**src/rtl/wb_pkg.sv**
```systemverilog
// Shared types for the regfile writeback arbiter: default widths, the queued
// write request record and the write-source encoding used for debug.
package wb_pkg;

  localparam int ADDR_WIDTH = 5;
  localparam int DATA_WIDTH = 32;

  typedef struct packed {
    logic [ADDR_WIDTH-1:0] rd;
    logic [DATA_WIDTH-1:0] data;
  } wb_req_t;

  typedef enum logic [1:0] {
    WB_NONE = 2'd0,
    WB_PIPE = 2'd1,
    WB_MD   = 2'd2
  } wb_src_e;

endpackage

```
**src/rtl/wb_fifo.sv**
```systemverilog
// Synchronous request FIFO, registered storage with no fall-through: a pushed
// entry becomes visible at the head only after the enqueue edge.
module wb_fifo #(
  parameter type T     = wb_pkg::wb_req_t,
  parameter int  DEPTH = 2
) (
  input  logic                     clock,
  input  logic                     ctrl_resetn,
  input  logic                     push,
  input  T                         push_data,
  input  logic                     pop,
  output T                         head,
  output logic [$clog2(DEPTH):0]   count
);

  localparam int PW = $clog2(DEPTH);
  localparam int CW = PW + 1;
  localparam logic [CW-1:0] FULL_C = CW'(DEPTH);

  T              mem_r [DEPTH];
  logic [PW-1:0] wr_ptr_r;
  logic [PW-1:0] rd_ptr_r;
  logic [CW-1:0] count_r;
  logic          push_ok_s;
  logic          pop_ok_s;

  // Guard against overflow/underflow even if the caller misbehaves.
  always_comb begin
    push_ok_s = push && (count_r != FULL_C);
    pop_ok_s  = pop && (count_r != {CW{1'b0}});
  end

  // Storage and pointer/occupancy state; pointers wrap since DEPTH is a power of two.
  always_ff @(posedge clock or negedge ctrl_resetn) begin
    if (!ctrl_resetn) begin
      for (int i = 0; i < DEPTH; i++) begin
        mem_r[i] <= T'(0);
      end
      wr_ptr_r <= {PW{1'b0}};
      rd_ptr_r <= {PW{1'b0}};
      count_r  <= {CW{1'b0}};
    end else begin
      if (push_ok_s) begin
        mem_r[wr_ptr_r] <= push_data;
        wr_ptr_r        <= wr_ptr_r + PW'(1);
      end
      if (pop_ok_s) begin
        rd_ptr_r <= rd_ptr_r + PW'(1);
      end
      case ({push_ok_s, pop_ok_s})
        2'b10:   count_r <= count_r + CW'(1);
        2'b01:   count_r <= count_r - CW'(1);
        default: count_r <= count_r;
      endcase
    end
  end

  assign head  = mem_r[rd_ptr_r];
  assign count = count_r;

endmodule

```
**src/rtl/writeback_arbiter.sv**
```systemverilog
// Merges pipeline writeback and buffered multdiv results onto the regfile
// write port; pipeline has priority. Optional busy scoreboard: WB_SCOREBOARD_EN.
module writeback_arbiter #(
  parameter int DATA_WIDTH = wb_pkg::DATA_WIDTH,
  parameter int ADDR_WIDTH = wb_pkg::ADDR_WIDTH,
  parameter int FIFO_DEPTH = 2
) (
  input  logic                          clock,
  input  logic                          ctrl_resetn,
  input  logic                          pipe_valid,
  input  logic [ADDR_WIDTH-1:0]         pipe_reg,
  input  logic [DATA_WIDTH-1:0]         pipe_data,
  input  logic                          md_valid,
  output logic                          md_ready,
  input  logic [ADDR_WIDTH-1:0]         md_reg,
  input  logic [DATA_WIDTH-1:0]         md_data,
  output logic                          ctrl_writeEnable,
  output logic [ADDR_WIDTH-1:0]         ctrl_writeReg,
  output logic [DATA_WIDTH-1:0]         data_writeReg,
  output logic [$clog2(FIFO_DEPTH):0]   fifo_count
`ifdef WB_SCOREBOARD_EN
  ,
  input  logic                          md_issue,
  input  logic [ADDR_WIDTH-1:0]         md_issue_reg,
  output logic [31:0]                   busy
`endif
);

  import wb_pkg::*;

  localparam int CW = $clog2(FIFO_DEPTH) + 1;
  localparam logic [CW-1:0] FULL_C = CW'(FIFO_DEPTH);

  typedef struct packed {
    logic [ADDR_WIDTH-1:0] rd;
    logic [DATA_WIDTH-1:0] data;
  } req_t;

  logic            ready_en_r;
  logic            we_r;
  logic [ADDR_WIDTH-1:0] wreg_r;
  logic [DATA_WIDTH-1:0] wdata_r;
  logic            pipe_hit_s;
  logic            push_s;
  logic            pop_s;
  wb_src_e         src_s;
  req_t            push_req_s;
  req_t            head_s;
  logic [CW-1:0]   count_s;

  // Handshake and arbitration; a write to r0 never counts as a write.
  always_comb begin
    pipe_hit_s = pipe_valid && (pipe_reg != {ADDR_WIDTH{1'b0}});
    push_s     = md_valid && md_ready && (md_reg != {ADDR_WIDTH{1'b0}});
    pop_s      = !pipe_hit_s && (count_s != {CW{1'b0}});
    push_req_s = '{rd: md_reg, data: md_data};
    if (pipe_hit_s) begin
      src_s = WB_PIPE;
    end else if (pop_s) begin
      src_s = WB_MD;
    end else begin
      src_s = WB_NONE;
    end
  end

  wb_fifo #(
    .T     (req_t),
    .DEPTH (FIFO_DEPTH)
  ) u_fifo (
    .clock       (clock),
    .ctrl_resetn (ctrl_resetn),
    .push        (push_s),
    .push_data   (push_req_s),
    .pop         (pop_s),
    .head        (head_s),
    .count       (count_s)
  );

  // Ready is held low through reset and enabled one edge after release.
  always_ff @(posedge clock or negedge ctrl_resetn) begin
    if (!ctrl_resetn) begin
      ready_en_r <= 1'b0;
    end else begin
      ready_en_r <= 1'b1;
    end
  end

  // Registered regfile write port; reg/data hold when nothing is issued.
  always_ff @(posedge clock or negedge ctrl_resetn) begin
    if (!ctrl_resetn) begin
      we_r    <= 1'b0;
      wreg_r  <= {ADDR_WIDTH{1'b0}};
      wdata_r <= {DATA_WIDTH{1'b0}};
    end else begin
      case (src_s)
        WB_PIPE: begin
          we_r    <= 1'b1;
          wreg_r  <= pipe_reg;
          wdata_r <= pipe_data;
        end
        WB_MD: begin
          we_r    <= 1'b1;
          wreg_r  <= head_s.rd;
          wdata_r <= head_s.data;
        end
        WB_NONE: we_r <= 1'b0;
        default: we_r <= 1'b0;
      endcase
    end
  end

  assign md_ready         = ready_en_r && (count_s != FULL_C);
  assign fifo_count       = count_s;
  assign ctrl_writeEnable = we_r;
  assign ctrl_writeReg    = wreg_r;
  assign data_writeReg    = wdata_r;

`ifdef WB_SCOREBOARD_EN
  logic [31:0] busy_r;
  logic [31:0] set_s;
  logic [31:0] clr_s;

  // Set on issue, clear on the FIFO-sourced strobe edge; set wins a tie.
  always_comb begin
    if (md_issue) begin
      set_s = 32'd1 << md_issue_reg;
    end else begin
      set_s = 32'd0;
    end
    if (src_s == WB_MD) begin
      clr_s = 32'd1 << head_s.rd;
    end else begin
      clr_s = 32'd0;
    end
  end

  // Scoreboard state; bit 0 is forced clear.
  always_ff @(posedge clock or negedge ctrl_resetn) begin
    if (!ctrl_resetn) begin
      busy_r <= 32'd0;
    end else begin
      busy_r <= ((busy_r & ~clr_s) | set_s) & ~32'd1;
    end
  end

  assign busy = busy_r;
`endif

endmodule

```
**config.mk**
```make
export PLATFORM = sky130hd
export DESIGN_NAME = writeback_arbiter
export DESIGN_NICKNAME = d
export VERILOG_FILES = /design/src/rtl/wb_pkg.sv /design/src/rtl/wb_fifo.sv /design/src/rtl/writeback_arbiter.sv
export SDC_FILE = /design/constraint.sdc
export NUM_CORES = 1
export LEC_CHECK = 0
export ABC_AREA = 0
export BUFFER_PORTS_ARGS = -buffer_cell sky130_fd_sc_hd__buf_2
export CORE_MARGIN = 2
export CORE_UTILIZATION = 27
export CTS_CLUSTER_SIZE = 14
export DETAILED_ROUTE_END_ITERATION = 16
export GPL_TIMING_DRIVEN = 0
export HOLD_SLACK_MARGIN = 0.08
export PLACE_DENSITY_LB_ADDON = 0.2
export SLEW_MARGIN = 20
export SYNTH_ARGS = -nofsm -noshare
export SYNTH_HDL_FRONTEND = slang
export SYNTH_SLANG_ARGS = --single-unit
```
**constraint.sdc**
```tcl
create_clock -name clock -period 1.9 [get_ports clock]
set_input_delay 0.57 -clock clock [delete_from_list [all_inputs] [get_ports clock]]
set_output_delay 0.57 -clock clock [all_outputs]
set_load 0.005 [all_outputs]
```
* Word level (Yosys, flattened, before mapping)
Cells that the tools add are included.
** Word-level totals
- Flip-flop bits (word level) :: 117
- Input port bits :: 78
- Logic and storage cells :: 52
** Operators by class
- $add $sub $neg :: 4
- Magnitude comparators :: 3
- Equal/unequal tests :: 5
- Muxes and demuxes :: 12
- Bitwise operators :: 2
- Reductions and logical operators :: 15
** Operators with widths (count)
- 37-bit 2-to-1 mux :: 4
- 74-bit bitwise mux :: 1
- 32-bit case mux with 2 select lines :: 1
- 37-bit demux with 1-bit select :: 1
- 5-bit case mux with 2 select lines :: 1
- 5-bit nonzero test :: 2
- 1-bit logical AND :: 8
- 2-bit nonzero test :: 3
- 2-bit by 1-bit == test with 1-bit output, second input constant :: 2
- 2-bit == test, second input constant :: 2
- 2-bit greater-or-equal comparator, second input constant :: 2
- 2-bit 2-to-1 mux :: 2
- 1-bit inverter with 2-bit output :: 2
- 2-bit case mux with 2 select lines :: 1
- 1-bit adder, second input constant :: 2
- 2-bit by 1-bit adder with 2-bit output, second input constant :: 1
- 2-bit by 1-bit less-than comparator with 1-bit output, second input constant :: 1
- 2-bit != test, second input constant :: 1
- 2-bit OR reduction :: 1
- 2-bit by 1-bit subtractor with 2-bit output, second input constant :: 1
- 1-bit logical NOT :: 1
- 1-bit 2-to-1 mux :: 1

* Longest topological paths before layout
- Word-level depth :: 9
- Depth in mapped cells :: 8
- Mapped depth without buffers :: 7

* Hierarchy
From an unflattened synthesis, not the netlist that was laid out.
** Unflattened totals
- Cell total of the unflattened synthesis :: 350
- Area total of the unflattened synthesis :: 5626.6 µm²
** Modules (own cells, without submodules)
- wb_fifo :: times used 1, cells an instance 213, area an instance 3702.3 µm²
- writeback_arbiter :: times used 1, cells an instance 137, area an instance 1924.3 µm²

* Least setup slack after synthesis
OpenSTA, ideal clock, no wires.
- Path kind :: input port to flip-flop
- Start point :: input pipe_reg[1]
- End point :: register u_fifo.count_r[1] (netlist: u_fifo.count[1])
- Setup time :: 0.079 ns
- Data arrival time :: 2.078 ns
- Path slack :: -0.257 ns
- Stages on the path :: 7
- Cell sequence :: or4_1 > o21a_1 > clkbuf_1 > nor2_1 > ha_1 > nor2_1 > xor2_1
** On the way
- Longest elaborated chain between the ends :: 7
** RTL lines
- from (decl) :: RTL line writeback_arbiter.sv:11 : input logic [ADDR_WIDTH-1:0] pipe_reg,
- 5-bit nonzero test * :: RTL line writeback_arbiter.sv:53 : pipe_hit_s = pipe_valid && (pipe_reg != {ADDR_WIDTH{1'b0}});
- 1-bit logical AND * :: RTL line writeback_arbiter.sv:53
- 1-bit logical NOT * :: RTL line writeback_arbiter.sv:55 : pop_s = !pipe_hit_s && (count_s != {CW{1'b0}});
- 1-bit logical AND * :: RTL line writeback_arbiter.sv:55
- 1-bit logical AND * :: RTL line wb_fifo.sv:30 : pop_ok_s = pop && (count_r != {CW{1'b0}});
- net u_fifo.pop_ok_s :: RTL line wb_fifo.sv:25 : logic pop_ok_s;
- 2-bit by 1-bit == test with 1-bit output or 2-bit == test (tied branches) :: RTL line wb_fifo.sv:50 : case ({push_ok_s, pop_ok_s})
- 2-bit case mux with 2 select lines or 2-bit nonzero test (tied branches)
- to (signal assigned) :: RTL line wb_fifo.sv:51 : 2'b10: count_r <= count_r + CW'(1);
- to (signal assigned) :: RTL line wb_fifo.sv:52 : 2'b01: count_r <= count_r - CW'(1);
- to (signal assigned) :: RTL line wb_fifo.sv:53 : default: count_r <= count_r;
- to (decl) :: RTL line wb_fifo.sv:23 : logic [CW-1:0] count_r;
The timed path passes the listed nets; every way through them passes the cells marked *.
A chain may end at the register's enable or synchronous reset.

* Final worst setup path
Same ends and word-level chain as after synthesis.

==> impl_metrics.json <==
{
  "instances_no_fill": 844,
  "cts-root-buf": "clkbuf_16",
  "worstHoldPathType": "in2async",
  "place_inst": 808,
  "yosysTopAreaCell": "dfrtp_1",
  "die_x_um": 145,
  "synth_area_sq_um": 5350,
  "power_density_nw_per_um2": 1710,
  "coreArea_sq_um": 19500,
  "grt_pass1_vias": 3949,
  "dr_total_vias": 3694,
  "final_nets": 646,
  "clock_skew_ns": 0.00606,
  "start_util_pct": 27.5,
  "maxSlewHeadroom_pct": 44.4,
  "drt_iter0_markers": 148,
  "max_freq_ghz": 0.530,
  "cpPeakStageDelay_ns": 0.52,
  "maxCapViolations": 0,
  "antenna_cells": 0,
  "wl_per_cell_um": 16.4,
  "grt_pass1_wl_um": 21700,
  "preCtsSetupSlack_ns": -0.575,
  "ir_drop_mv": 0.630,
  "setup_violations": 0,
  "synth.area.top_cells": "dfrtp_1 (55%), mux2_4 (17%), mux2i_1 (6.9%)",
  "p_leak_nw": 3.37,
  "cts-buffers-inserted": 17,
  "worstMarginPinSlew_ns": 0.834,
  "via_per_inst": 4.38,
  "hold_viol": 0,
  "synthTopCellsByCount": "dfrtp_1 (117), mux2_4 (60), nor2_1 (40)",
  "clk_pin_slew_ns": 0.05,
  "synth-edff-count": 0,
  "tritoncts": "built",
  "hpwl_um": 9610,
  "gp_congestion": 0.709,
  "die-area_sq_um": 21000,
  "mappedNetlistNets": 503,
  "yosysMostFrequentCell": "dfrtp_1",
  "grt_util_all_layers_pct": 13.9,
  "drt_wl_total_um": 13800,
  "drt_pass1_iterations": 5,
  "grt_max_degree": 60,
  "ys_ff_latch": 117,
  "clock_sinks": 117,
  "rsz0062_at_grt": "true",
  "async_flop_share_pct": 100,
  "h-tree-depth": 4,
  "area_growth_syn_to_layout_pct": 31.7,
  "path_class": "in2reg",
  "io_pins": 119,
  "layout_setup_ws_ns": 0.0139,
  "critPathRequiredTime_ns": 2.18,
  "postCtsHoldBufs": 0,
  "synth_cells": 424,
  "cp-start-kind": "input pin",
  "cp-end-kind": "flop",
  "antenna_found_initial": 0,
  "arrival_ns": 2.17,
  "die_h_um": 145,
  "clkLatencyLatePin_ns": 0.41,
  "fin_crit_ns": 1.89,
  "drive_gt1_share_pct": 43.9,
  "rows": 51,
  "ys_warn_count": 0,
  "postLayoutCoreUtil_pct": 36.2,
  "grt-ovfl-total": 0,
  "ys_seq_area_share_pct": 54.7,
  "timing.final.max_slew_violations": 0,
  "ant_nets": 0,
  "port_buffers": 118,
  "worst_path_max_delay_cell": "or4_1",
  "ys_types": 27,
  "synth_top_area_share_pct": 54.7,
  "drc": 0,
  "synth_ff_type": "dfrtp_1",
  "run_status": "complete, no violations",
  "cpMostUsedCell": "nor2_4",
  "crit_path_cell_trace": "buf_2, or4_1, o21a_1, buf_8, nor2_4, ha_4, xnor2_2, nor2_4, xor2_1",
  "clk_path_buf_depth": 2,
  "path_max_fanout": 8,
  "finalCritPeriodShare_pct": 99.3,
  "avgSynthCellArea_sq_um": 12.6
}
==> metal layers <==
metal | vias up | global-route usage, % | wire (um)
li1 | 1752 | - | -
met1 | 1853 | 18.2 | 6420
met2 | 82 | 22.9 | 6740
met3 | 7 | 3.62 | 555
met4 | 0 | 3.68 | 111
met5 | - | 0 | 0
==> worst paths after layout <==
path,cells after the start,to,slack (ns),startpoint
worst max register to register,6,u_fifo.mem_r[21],0.18,u_fifo.count[0]
worst max-delay path,9,u_fifo.count[1],0.01,pipe_reg[1]
worst min-delay path,1,data_writeReg[3],0.13,ctrl_resetn
worst min register to register,1,u_fifo.wr_ptr_r,0.49,u_fifo.wr_ptr_r
max in group asynchronous,2,u_fifo.mem_r[62],1.07,ctrl_resetn
min in group clock,3,data_writeReg[10],0.37,pipe_data[10]
==> layout by cell type, fill, tap and decap left out, types with 4 or more instances in the layout <==
| cell type | Yosys | final |
|---|---|---|
| a21oi_1 | 37 | 37 |
| o21ai_0 | 37 | 37 |
| buf_2 | 3 | 122 |
| mux2i_1 | 37 | 37 |
| buf_4 | 0 | 5 |
| buf_12 | 3 | 6 |
| clkbuf_1 | 15 | 11 |
| mux2_4 | 60 | 60 |
| clkinv_2 | 0 | 6 |
| nand2_1 | 37 | 37 |
| dfrtp_1 | 117 | 116 |
| clkbuf_16 | 0 | 17 |
| nor2_4 | 0 | 4 |
| nor2_1 | 40 | 37 |
| mux2_2 | 14 | 14 |
==> state kept, by name, summed over array words and instances, names as in the netlist <==
name              cells
ctrl_writeReg         5
ready_en_r            1
u_fifo.mem_r         74
u_fifo.rd_ptr_r       1
u_fifo.count          2
data_writeReg        32
ctrl_writeEnable      1
u_fifo.wr_ptr_r       1
==> kinds of logic after synthesis <==
| group | Yosys count | share of synthesized area [%] |
|---|---|---|
| AOI/OAI and AO/OA | 76 | 7.20 |
| muxes | 111 | 26.7 |
| and+or+nand+nor | 84 | 6.55 |
| buffers and inverters | 29 | 3.72 |
| other | 1 | 0.0701 |
| xor gates and xnor gates | 5 | 0.818 |
| adders and majority gates | 1 | 0.234 |
| DFF | 117 | 54.7 |
==> where the power goes <==
group          switching [mW]  total, mW  internal (mW)
sequential              0.670       4.35           3.68
combinational            1.98       4.42           2.44
clock                    1.15       3.29           2.15
total                    3.80       12.1           8.26
==> what timing repair did <==
| item | in CTS | in global routing |
|---|---|---|
| endpoints found under the setup margin | 101 | 80 |
| pin swaps | 1 | 5 |
| setup buffers | 4 | 1 |
| gates resized for setup | 14 | 9 |
==> final cells by class <==
| class | count | area (sq um) |
|---|---|---|
| plain buffers | 28 | 245 |
| clock buffers | 21 | 470 |
| clock inverters | 10 | 129 |
| fillers | 1958 | 12400 |
| inverters | 1 | 3.75 |
| multi-input cells | 278 | 2280 |
| flip-flops and latches | 117 | 2930 |
| well taps | 265 | 332 |
| repair buffers | 124 | 662 |
==> metrics by stage <==
step	area [sq um]	total power, mW	hold slack [ns]	TNS, ns
floorplan	5390	7.36	0.274	-12.55
global placement	6310	8.60	0.469	-185.99
detailed placement	6350	8.75	0.482	-48.83
CTS	7010	12.2	0.156	0
global route	7050	12.9	0.177	-0.108
finish	7050	12.1	0.133	0
==> worst max-delay path: cells and delay by family <==
kind	cells	cell delay (ns)
XOR/XNOR	2	0.26
AO/OA/AOI/OAI	1	0.22
AND/OR/NAND/NOR	3	0.71
buffers and inverters	2	0.25
adder cells (fa/ha/maj)	1	0.15
Power figures use the tool's default switching activity.
